$ cat config.mk
export PLATFORM = sky130hd
export DESIGN_NAME = div_issuer
export DESIGN_NICKNAME = d
export VERILOG_FILES = /design/src/rtl/div_issuer_pkg.sv /design/src/rtl/div_issuer_zero_fix.sv /design/src/rtl/div_issuer.sv
export SDC_FILE = /design/constraint.sdc
export NUM_CORES = 1
export LEC_CHECK = 0
export ABC_AREA = 1
export CAP_MARGIN = 20
export CORE_ASPECT_RATIO = 0.5
export CORE_MARGIN = 4
export CORE_UTILIZATION = 30
export DETAILED_ROUTE_END_ITERATION = 8
export GPL_TIMING_DRIVEN = 0
export SETUP_SLACK_MARGIN = 0.4
export SYNTH_ARGS = -nofsm -noshare
export SYNTH_HDL_FRONTEND = slang
export SYNTH_SLANG_ARGS = --single-unit
$ cat constraint.sdc
create_clock -name clock -period 2 [get_ports clock]
set_clock_uncertainty 0.15 [all_clocks]
set_input_delay 0.5 -clock clock [delete_from_list [all_inputs] [get_ports clock]]
set_output_delay 0.5 -clock clock [all_outputs]
set_load 0.005 [all_outputs]
$ cat src/rtl/div_issuer_pkg.sv
// div_issuer_pkg -- shared op/state encodings and divide-by-zero constant.
// Rev 1.0
`default_nettype none

package div_issuer_pkg;

  typedef enum logic [1:0] {
    OP_DIV  = 2'd0,
    OP_DIVU = 2'd1,
    OP_REM  = 2'd2,
    OP_REMU = 2'd3
  } op_e;

  typedef enum logic [1:0] {
    IDLE  = 2'd0,
    ISSUE = 2'd1,
    WAIT  = 2'd2,
    RESP  = 2'd3
  } state_e;

  localparam logic [31:0] DIV_BY_ZERO_Q = 32'hFFFF_FFFF;

endpackage

`default_nettype wire

$ cat src/rtl/div_issuer_zero_fix.sv
// div_zero_fix -- local result for a zero divisor: all-ones quotient, remainder = dividend.
// Rev 1.0
`default_nettype none

module div_zero_fix
  import div_issuer_pkg::*;
(
  input  logic [1:0]  op,
  input  logic [31:0] a,
  output logic [31:0] res
);

  always_comb begin
    res = a;
    if (op_e'(op) == OP_DIV || op_e'(op) == OP_DIVU) begin
      res = DIV_BY_ZERO_Q;
    end
  end

endmodule

`default_nettype wire

$ cat src/rtl/div_issuer.sv
// div_issuer -- single-outstanding request sequencer in front of an external divider.
// Rev 1.0
`default_nettype none

module div_issuer
  import div_issuer_pkg::*;
#(
  parameter int TIMEOUT = 64
) (
  input  logic        clock,
  input  logic        reset,
  input  logic        io_in_valid,
  output logic        io_in_ready,
  input  logic [31:0] io_in_a,
  input  logic [31:0] io_in_b,
  input  logic [1:0]  io_in_op,
  output logic        io_div_v,
  output logic [31:0] io_div_a,
  output logic [31:0] io_div_b,
  output logic [1:0]  io_div_op,
  input  logic [31:0] io_div_res,
  input  logic        io_div_res_valid,
  output logic        io_out_valid,
  input  logic        io_out_ready,
  output logic [31:0] io_out_res,
  output logic [1:0]  io_out_op,
  output logic        io_out_err
);

  localparam int CW = $clog2(TIMEOUT + 1);

  state_e          state;
  logic [CW-1:0]   cnt;
  logic [CW-1:0]   cnt_inc;
  logic [31:0]     a_q;
  logic [31:0]     b_q;
  logic [1:0]      op_q;
  logic [31:0]     dz_res;

  div_zero_fix u_zero_fix (
    .op  (io_in_op),
    .a   (io_in_a),
    .res (dz_res)
  );

  assign cnt_inc   = cnt + CW'(1);
  assign io_div_a  = a_q;
  assign io_div_b  = b_q;
  assign io_div_op = op_q;
  assign io_out_op = op_q;

  always_ff @(posedge clock or negedge reset) begin
    if (!reset) begin
      state        <= IDLE;
      cnt          <= '0;
      a_q          <= '0;
      b_q          <= '0;
      op_q         <= '0;
      io_in_ready  <= 1'b1;
      io_div_v     <= 1'b0;
      io_out_valid <= 1'b0;
      io_out_res   <= '0;
      io_out_err   <= 1'b0;
    end else begin
      case (state)
        IDLE: begin
          if (io_in_valid && io_in_ready) begin
            a_q         <= io_in_a;
            b_q         <= io_in_b;
            op_q        <= io_in_op;
            io_in_ready <= 1'b0;
            if (io_in_b != '0) begin
              state    <= ISSUE;
              io_div_v <= 1'b1;
            end else begin
              state        <= RESP;
              io_out_valid <= 1'b1;
              io_out_res   <= dz_res;
              io_out_err   <= 1'b0;
            end
          end
        end
        ISSUE: begin
          io_div_v <= 1'b0;
          cnt      <= '0;
          state    <= WAIT;
        end
        WAIT: begin
          cnt <= cnt_inc;
          // A result arriving on the last permitted cycle still beats the abort.
          if (io_div_res_valid) begin
            io_out_res   <= io_div_res;
            io_out_err   <= 1'b0;
            io_out_valid <= 1'b1;
            state        <= RESP;
          end else if (cnt_inc == CW'(TIMEOUT)) begin
            io_out_res   <= '0;
            io_out_err   <= 1'b1;
            io_out_valid <= 1'b1;
            state        <= RESP;
          end
        end
        RESP: begin
          if (io_out_ready) begin
            io_out_valid <= 1'b0;
            io_in_ready  <= 1'b1;
            state        <= IDLE;
          end
        end
        default: begin
          state <= IDLE;
        end
      endcase
    end
  end

endmodule

`default_nettype wire

==> results of run 1 <==
final timing paths:
path,start,endpoint,slack [ps],cells after the start
max in group asynchronous,reset,io_div_b[27],530,3
hold / removal,io_out_res[19],io_out_res[19],310,2
hold reg to reg,io_out_res[19],io_out_res[19],310,2
min in group asynchronous,reset,io_div_a[23],400,2
setup reg to reg,cnt[1],io_out_res[17],-60,13
setup / recovery,cnt[1],io_out_res[17],-60,13
critical path: stages (launching register included):
cell and delay, ps:
dfrtp_1 400, ha_4 190, nand2_4 70, inv_2 60
nand2_1 80, nand2_2 100, nand2_2 50, nor2_2 110
nand2_2 80, a21oi_4 200, nand2_4 160, clkbuf_16 210
nand2_2 50, nand2_1 40
cell usage in the layout, fill, tap and decap left out, types with 4 or more instances in the layout:
| master | synthesis | final |
|---|---|---|
| dfrtp_1 | 110 | 109 |
| nand2_1 | 136 | 103 |
| buf_2 | 1 | 73 |
| clkdlybuf4s50_1 | 0 | 67 |
| nand3_1 | 70 | 65 |
| mux2_4 | 0 | 63 |
| o21ai_0 | 43 | 36 |
| buf_4 | 5 | 35 |
| dlygate4sd2_1 | 0 | 33 |
| clkbuf_2 | 0 | 28 |
| nor2_1 | 33 | 26 |
| nand2_2 | 0 | 25 |
| buf_6 | 3 | 23 |
| clkbuf_16 | 0 | 19 |
| clkbuf_1 | 23 | 13 |
| inv_1 | 19 | 12 |
| buf_8 | 0 | 11 |
| nand2_4 | 1 | 9 |
| inv_2 | 0 | 5 |
| o21ai_2 | 0 | 5 |
| nor2_4 | 0 | 5 |
| nand3_4 | 0 | 4 |
layout make-up:
type                       count  area share [%]
sequential                   111            32.2
multi-input combinational    367            30.4
timing repair buffer         267            25.5
buffer                        32            4.50
tap                          227            3.29
clock buffer                  12            2.86
inverter                      20           0.972
clock inverter                 3           0.232
repair_timing:
| action | CTS | global route |
|---|---|---|
| pin swaps | 36 | 9 |
| endpoints found under the hold margin | 17 | 0 |
| hold buffers | 1 | 0 |
| setup endpoints to repair | 209 | 141 |
| setup buffers | 42 | 7 |
| cloned | 11 | 2 |
| resized for setup | 457 | 169 |
synthesized netlist by cell type (3+ instances only):
library cell | n | area share, %
clkbuf_1 | 23 | 1.7
buf_6 | 3 | 0.66
mux2_2 | 63 | 14
nand2_1 | 136 | 10
buf_4 | 5 | 0.74
ha_1 | 5 | 1.2
o22ai_1 | 3 | 0.37
dfrtp_1 | 110 | 54
inv_1 | 19 | 1.4
o21ai_0 | 43 | 4.2
nor2_1 | 33 | 2.4
nand4_1 | 3 | 0.37
nand3_1 | 70 | 6.9
flip-flops by register name, summed over array words and instances, names as in the netlist:
| register | flops |
|---|---|
| io_div_a | 32 |
| cnt | 7 |
| io_out_err | 1 |
| io_div_b | 32 |
| io_out_valid | 1 |
| io_in_ready | 1 |
| state | 2 |
| io_out_res | 32 |
| io_div_v | 1 |
| io_div_op | 2 |
per-layer routing:
layer  track usage [%]  vias to the layer above  routed length [um]
met5                 0                        -                   0
met1              23.5                     2407                8150
met2              31.6                       93                9450
met3              3.47                       24                 655
li1                  -                     2328                   -
met4              4.71                        0                 359
kinds of logic after synthesis:
group	Yosys count	synth area share (%)
AND/OR/NAND/NOR	244	20.0
flip-flops	111	54.5
multiplexers	63	13.9
AO/OA/AOI/OAI	53	5.69
buffers and inverters	52	4.66
adder cells (fa/ha/maj)	5	1.23
power by group through the flow:
stage	sequential [mW]	clock, mW	combinational [mW]
final	3.95	1.69	7.53
after global routing	4.09	1.84	8.09
after CTS	3.89	1.74	6.46
after detailed placement	3.97	0	5.85
after global placement	3.92	0	5.79
after floorplan	4.01	0	2.56
per-stage QoR:
| step | TNS (ps) | instance area (um2) | power, mW | hold WS (ps) | cells |
|---|---|---|---|---|---|
| after floorplan | 0 | 5150 | 6.57 | 54.4 | 528 |
| after global placement | -506690 | 7490 | 9.72 | 304 | 960 |
| after detailed placement | -37180 | 7520 | 9.82 | 205 | 961 |
| after CTS | 0 | 8190 | 12.1 | 315 | 1030 |
| after global routing | -5120 | 8620 | 14.0 | 341 | 1039 |
| final | -1010 | 8620 | 13.2 | 312 | 1039 |
==> impl_metrics.py, run 1 <==
metrics = {
    "status": {
        "status": "complete, but fails checks",
        "violations": "setup timing",
    },
    "yosys": {
        "synth_edf_count": 0,
        "syn_nets": 636,
        "synth-seq-cells": 111,
        "ys_seq_area_share_pct": 54.5,
        "netlist_instances": 528,
        "synth_area_per_cell_um2": 9.66,
        "netlist_area_um2": 5100,
        "ys.flop_type": "dfrtp_1",
        "yosys_warnings": 0,
        "synthArstFlopShare_pct": 100,
        "synth_cell_type_count": 25,
    },
    "finish": {
        "diodes": 0,
        "multi_input_area_um2": 2620,
        "area_growth_pct": 69.1,
        "nFillCells": 1533,
        "utilization_pct": 52.2,
        "layout-drive-gt1-share_pct": 40.8,
        "nets": 916,
        "regArea_um2": 2780,
    },
    "grt": {
        "antenna_found_initial": 0,
        "overflow": 0,
        "grt_pass1_wl_um": 27100,
        "grt_pass1_vias": 4769,
        "grt_max_degree": 94,
        "track_usage_pct": 18.2,
    },
    "routing": {
        "drc": 0,
        "dr.pass1.iters": 5,
        "drt_iter0_markers": 300,
        "via_per_inst": 4.67,
        "postRouteWirelength_um": 18600,
        "vias": 4852,
        "antenna_left": 0,
        "wl_per_cell_um": 17.9,
    },
    "clock_tree": {
        "cts_root_buffer": "clkbuf_16",
        "cts.path.max_buffers": 2,
        "clock_sinks": 111,
        "htree_levels": 3,
        "cts_tree": "done",
        "cts_buffers": 9,
        "clock_latency_ps": 350,
        "clkTransAtPathRegs_ps": 70,
    },
    "timing": {
        "finalSetupViolations": 33,
        "drv_slew": 0,
        "timing.final.hold_violations": 0,
        "rsz0062_at_grt": "yes",
        "min_period_over_period_pct": 103,
        "fin_crit_ps": 2060,
        "worstMarginPinSlew_ps": 528,
        "slew-limit-headroom_pct": 64.8,
        "layout_setup_ws_ps": -58.3,
        "max_freq_mhz": 486,
    },
    "pwr": {
        "power_leakage_nw": 4.30,
        "switching_share_pct": 36.0,
        "p_comb_share_pct": 57.2,
        "seqPwrFrac_pct": 30.0,
        "power.internal_mw": 8.43,
        "p_clk_share_pct": 12.9,
        "p_per_area_nw_per_um2": 1530,
        "switching_power_mw": 4.74,
        "ir_drop_mv": 0.615,
    },
    "worst_setup_path": {
        "worstPathRequired_ps": 2090,
        "crit_arrival_ps": 2150,
        "start_kind": "flip-flop",
        "crit_type": "reg2reg",
        "worstSetupEndpointType": "flip-flop",
        "cp_max_fo": 7,
    },
    "placement": {
        "numPortBuffers": 205,
        "dp_slack_ps": -1010,
        "place_congestion": 0.815,
        "dp_hpwl_um": 12500,
    },
    "floorplan": {
        "floorplan.initialDensity_pct": 30.9,
        "die_area_um2": 19300,
        "io_pins": 207,
        "core.rowCount": 33,
        "die_y_um": 100,
        "core_um2": 16500,
        "fp.dieW_um": 192,
    },
    "worst_hold_path": {
        "min_path_type": "reg2reg",
    },
    "flow_run": {
        "cap_violations": 0,
    },
}
Power figures use the tool's default switching activity.
==> inputs of run 2 (changes only) <==
--- a/config.mk
+++ b/config.mk
@@ -9,10 +9,11 @@
 export CAP_MARGIN = 20
 export CORE_ASPECT_RATIO = 0.5
 export CORE_MARGIN = 4
-export CORE_UTILIZATION = 30
+export CORE_UTILIZATION = 39
 export DETAILED_ROUTE_END_ITERATION = 8
 export GPL_TIMING_DRIVEN = 0
-export SETUP_SLACK_MARGIN = 0.4
+export PLACE_DENSITY = 0.76
+export SETUP_SLACK_MARGIN = 0.02
 export SYNTH_ARGS = -nofsm -noshare
 export SYNTH_HDL_FRONTEND = slang
 export SYNTH_SLANG_ARGS = --single-unit
==> run 2 against run 1 <==
The run still ends with setup timing left. Routed wire length shrank 14%. Clock power grew 2%. Setup slack lost 55 ps. Global-route usage grew 2.6 points. Non-clock buffer count shrank 42. Flip-flop and latch count is the same. Count of clock-buffer cells in the layout shrank 2. Worst hold slack lost 39 ps. Largest cell class unchanged. Die area shrank 22%. Largest power group unchanged. Critical path type unchanged. Utilization grew 11 points. Power shrank 10%.
==> impl_metrics.py, run 2 (synthesized netlist as in run 1, its figures left out) <==
metrics = {
    "status": {
        "status": "complete, but fails checks",
        "violations": "setup timing",
    },
    "routing": {
        "drt_iter0_markers": 250,
        "antenna_left": 0,
        "postRouteWirelength_um": 16000,
        "drc": 0,
        "via_per_inst": 5.03,
        "dr.pass1.iters": 4,
        "vias": 4722,
        "wl_per_cell_um": 17.0,
    },
    "clock_tree": {
        "cts_root_buffer": "clkbuf_16",
        "clkTransAtPathRegs_ps": 80,
        "clock_sinks": 111,
        "cts_buffers": 9,
        "cts_tree": "done",
        "htree_levels": 3,
        "cts.path.max_buffers": 2,
        "clock_latency_ps": 350,
    },
    "finish": {
        "diodes": 0,
        "final_cell_mix": "178 x clkdlybuf4s50_1, 111 x nand2_1, 109 x dfrtp_1",
        "nFillCells": 1039,
        "nets": 872,
        "area_growth_pct": 58.3,
        "final_common_cell": "clkdlybuf4s50_1",
        "layout-drive-gt1-share_pct": 21.6,
        "instances_no_fill": 939,
        "fin_area_um2": 8070,
    },
    "worst_setup_path": {
        "cp_max_fo": 3,
        "reg2reg_from": "cnt[0]",
        "worst_path_max_delay_cell": "dfrtp_1",
        "cp-startpoint": "cnt[0]",
        "crit_arrival_ps": 2240,
        "worstPathRequired_ps": 2130,
        "crit_chain": "ha_4, nand3_4, o21ai_2, nand2_2, buf_4, buf_6, buf_4, buf_4, buf_4, buf_6, buf_6, buf_6, o22ai_2",
        "slowest_delay_ps": 420,
        "worstSetupEndpointType": "flip-flop",
        "start_kind": "flip-flop",
        "crit_type": "reg2reg",
    },
    "floorplan": {
        "io_pins": 207,
        "floorplan.initialDensity_pct": 40.0,
        "core.rowCount": 29,
        "fp.dieW_um": 170,
        "die_area_um2": 15100,
        "die_y_um": 88.9,
        "core_um2": 12700,
    },
    "grt": {
        "grt_max_degree": 83,
        "grt_pass1_wl_um": 24600,
        "grt_pass1_vias": 4849,
        "overflow": 0,
        "track_usage_pct": 20.8,
        "antenna_found_initial": 0,
    },
    "timing": {
        "min_period_over_period_pct": 106,
        "max_freq_mhz": 473,
        "whs_ps": 273,
        "worstMarginPinSlew_ps": 502,
        "fin_crit_ps": 2110,
        "timing.final.hold_violations": 0,
        "layout_setup_ws_ps": -113,
        "slew-limit-headroom_pct": 66.5,
        "finalSetupViolations": 34,
        "drv_slew": 0,
        "rsz0062_at_grt": "yes",
    },
    "placement": {
        "place_inst": 904,
        "dp_slack_ps": -898,
        "place_congestion": 0.872,
        "place_area_um2": 7390,
        "dp_hpwl_um": 11600,
        "numPortBuffers": 205,
    },
    "pwr": {
        "ir_drop_mv": 0.608,
        "power_leakage_nw": 3.58,
        "p_per_area_nw_per_um2": 1460,
        "design_power_total_mw": 11.8,
    },
    "worst_hold_path": {
        "min_path_type": "in2reg",
        "min_from": "io_in_b[23]",
    },
    "flow_run": {
        "cap_violations": 0,
    },
}
run 2: repair_timing:
item,in CTS,in global routing
pin swaps,27,16
endpoints found under the setup margin,103,101
gates resized for setup,70,46
gates cloned,2,0
hold buffers,1,0
buffers inserted,13,4
endpoints found under the hold margin,28,0
run 2: cell type report:
class / instances / area [um2] / share of cell area, %
Sequential cell: 111 / 2780 / 34.4
Multi-Input combinational cell: 365 / 2280 / 28.3
Timing Repair Buffer: 226 / 2250 / 27.8
Clock buffer: 10 / 229 / 2.84
Tap cell: 170 / 213 / 2.63
Buffer: 31 / 194 / 2.40
Inverter: 20 / 75.1 / 0.930
Clock inverter: 6 / 51.3 / 0.635
run 2: critical path: cells and delay by family, from the launching register on:
kind / cells / cell delay, ps
AO/OA/AOI/OAI: 2 / 210
adder cells (fa/ha/maj): 1 / 200
buffers and inverters: 8 / 910
flip-flops: 1 / 420
AND/OR/NAND/NOR: 2 / 160
run 2: stage by stage:
stage	setup TNS, ps	util [%]
detailed placement	-54750	58.1
floorplan	0	-
finish	-2370	63.4
CTS	-584	62.0
global placement	-504790	57.8
global route	-5940	63.4
run 2: worst paths after layout:
kind / to / slack (ps) / depth (start not counted)
worst min-delay path: io_div_b[23] / 270 / 2
max in group asynchronous: io_out_res[28] / 550 / 3
worst max-delay path: cnt[6] / -110 / 13
worst min register to register: io_out_res[20] / 320 / 2
worst max register to register: cnt[6] / -110 / 13
min in group asynchronous: io_div_a[17] / 440 / 2
run 2: routing by layer:
layer / GRT usage [%] / vias to the layer above / routed length [um]
met1: 24.5 / 2300 / 6340
met2: 37.9 / 146 / 8430
met3: 4.11 / 40 / 690
met5: 0 / - / 0
li1: - / 2236 / -
met4: 8.18 / 0 / 515
run 2: report_power, final:
group | switching [mW] | internal (mW)
Sequential | 0.604 | 3.36
Clock | 0.864 | 0.868
Combinational | 2.61 | 3.52
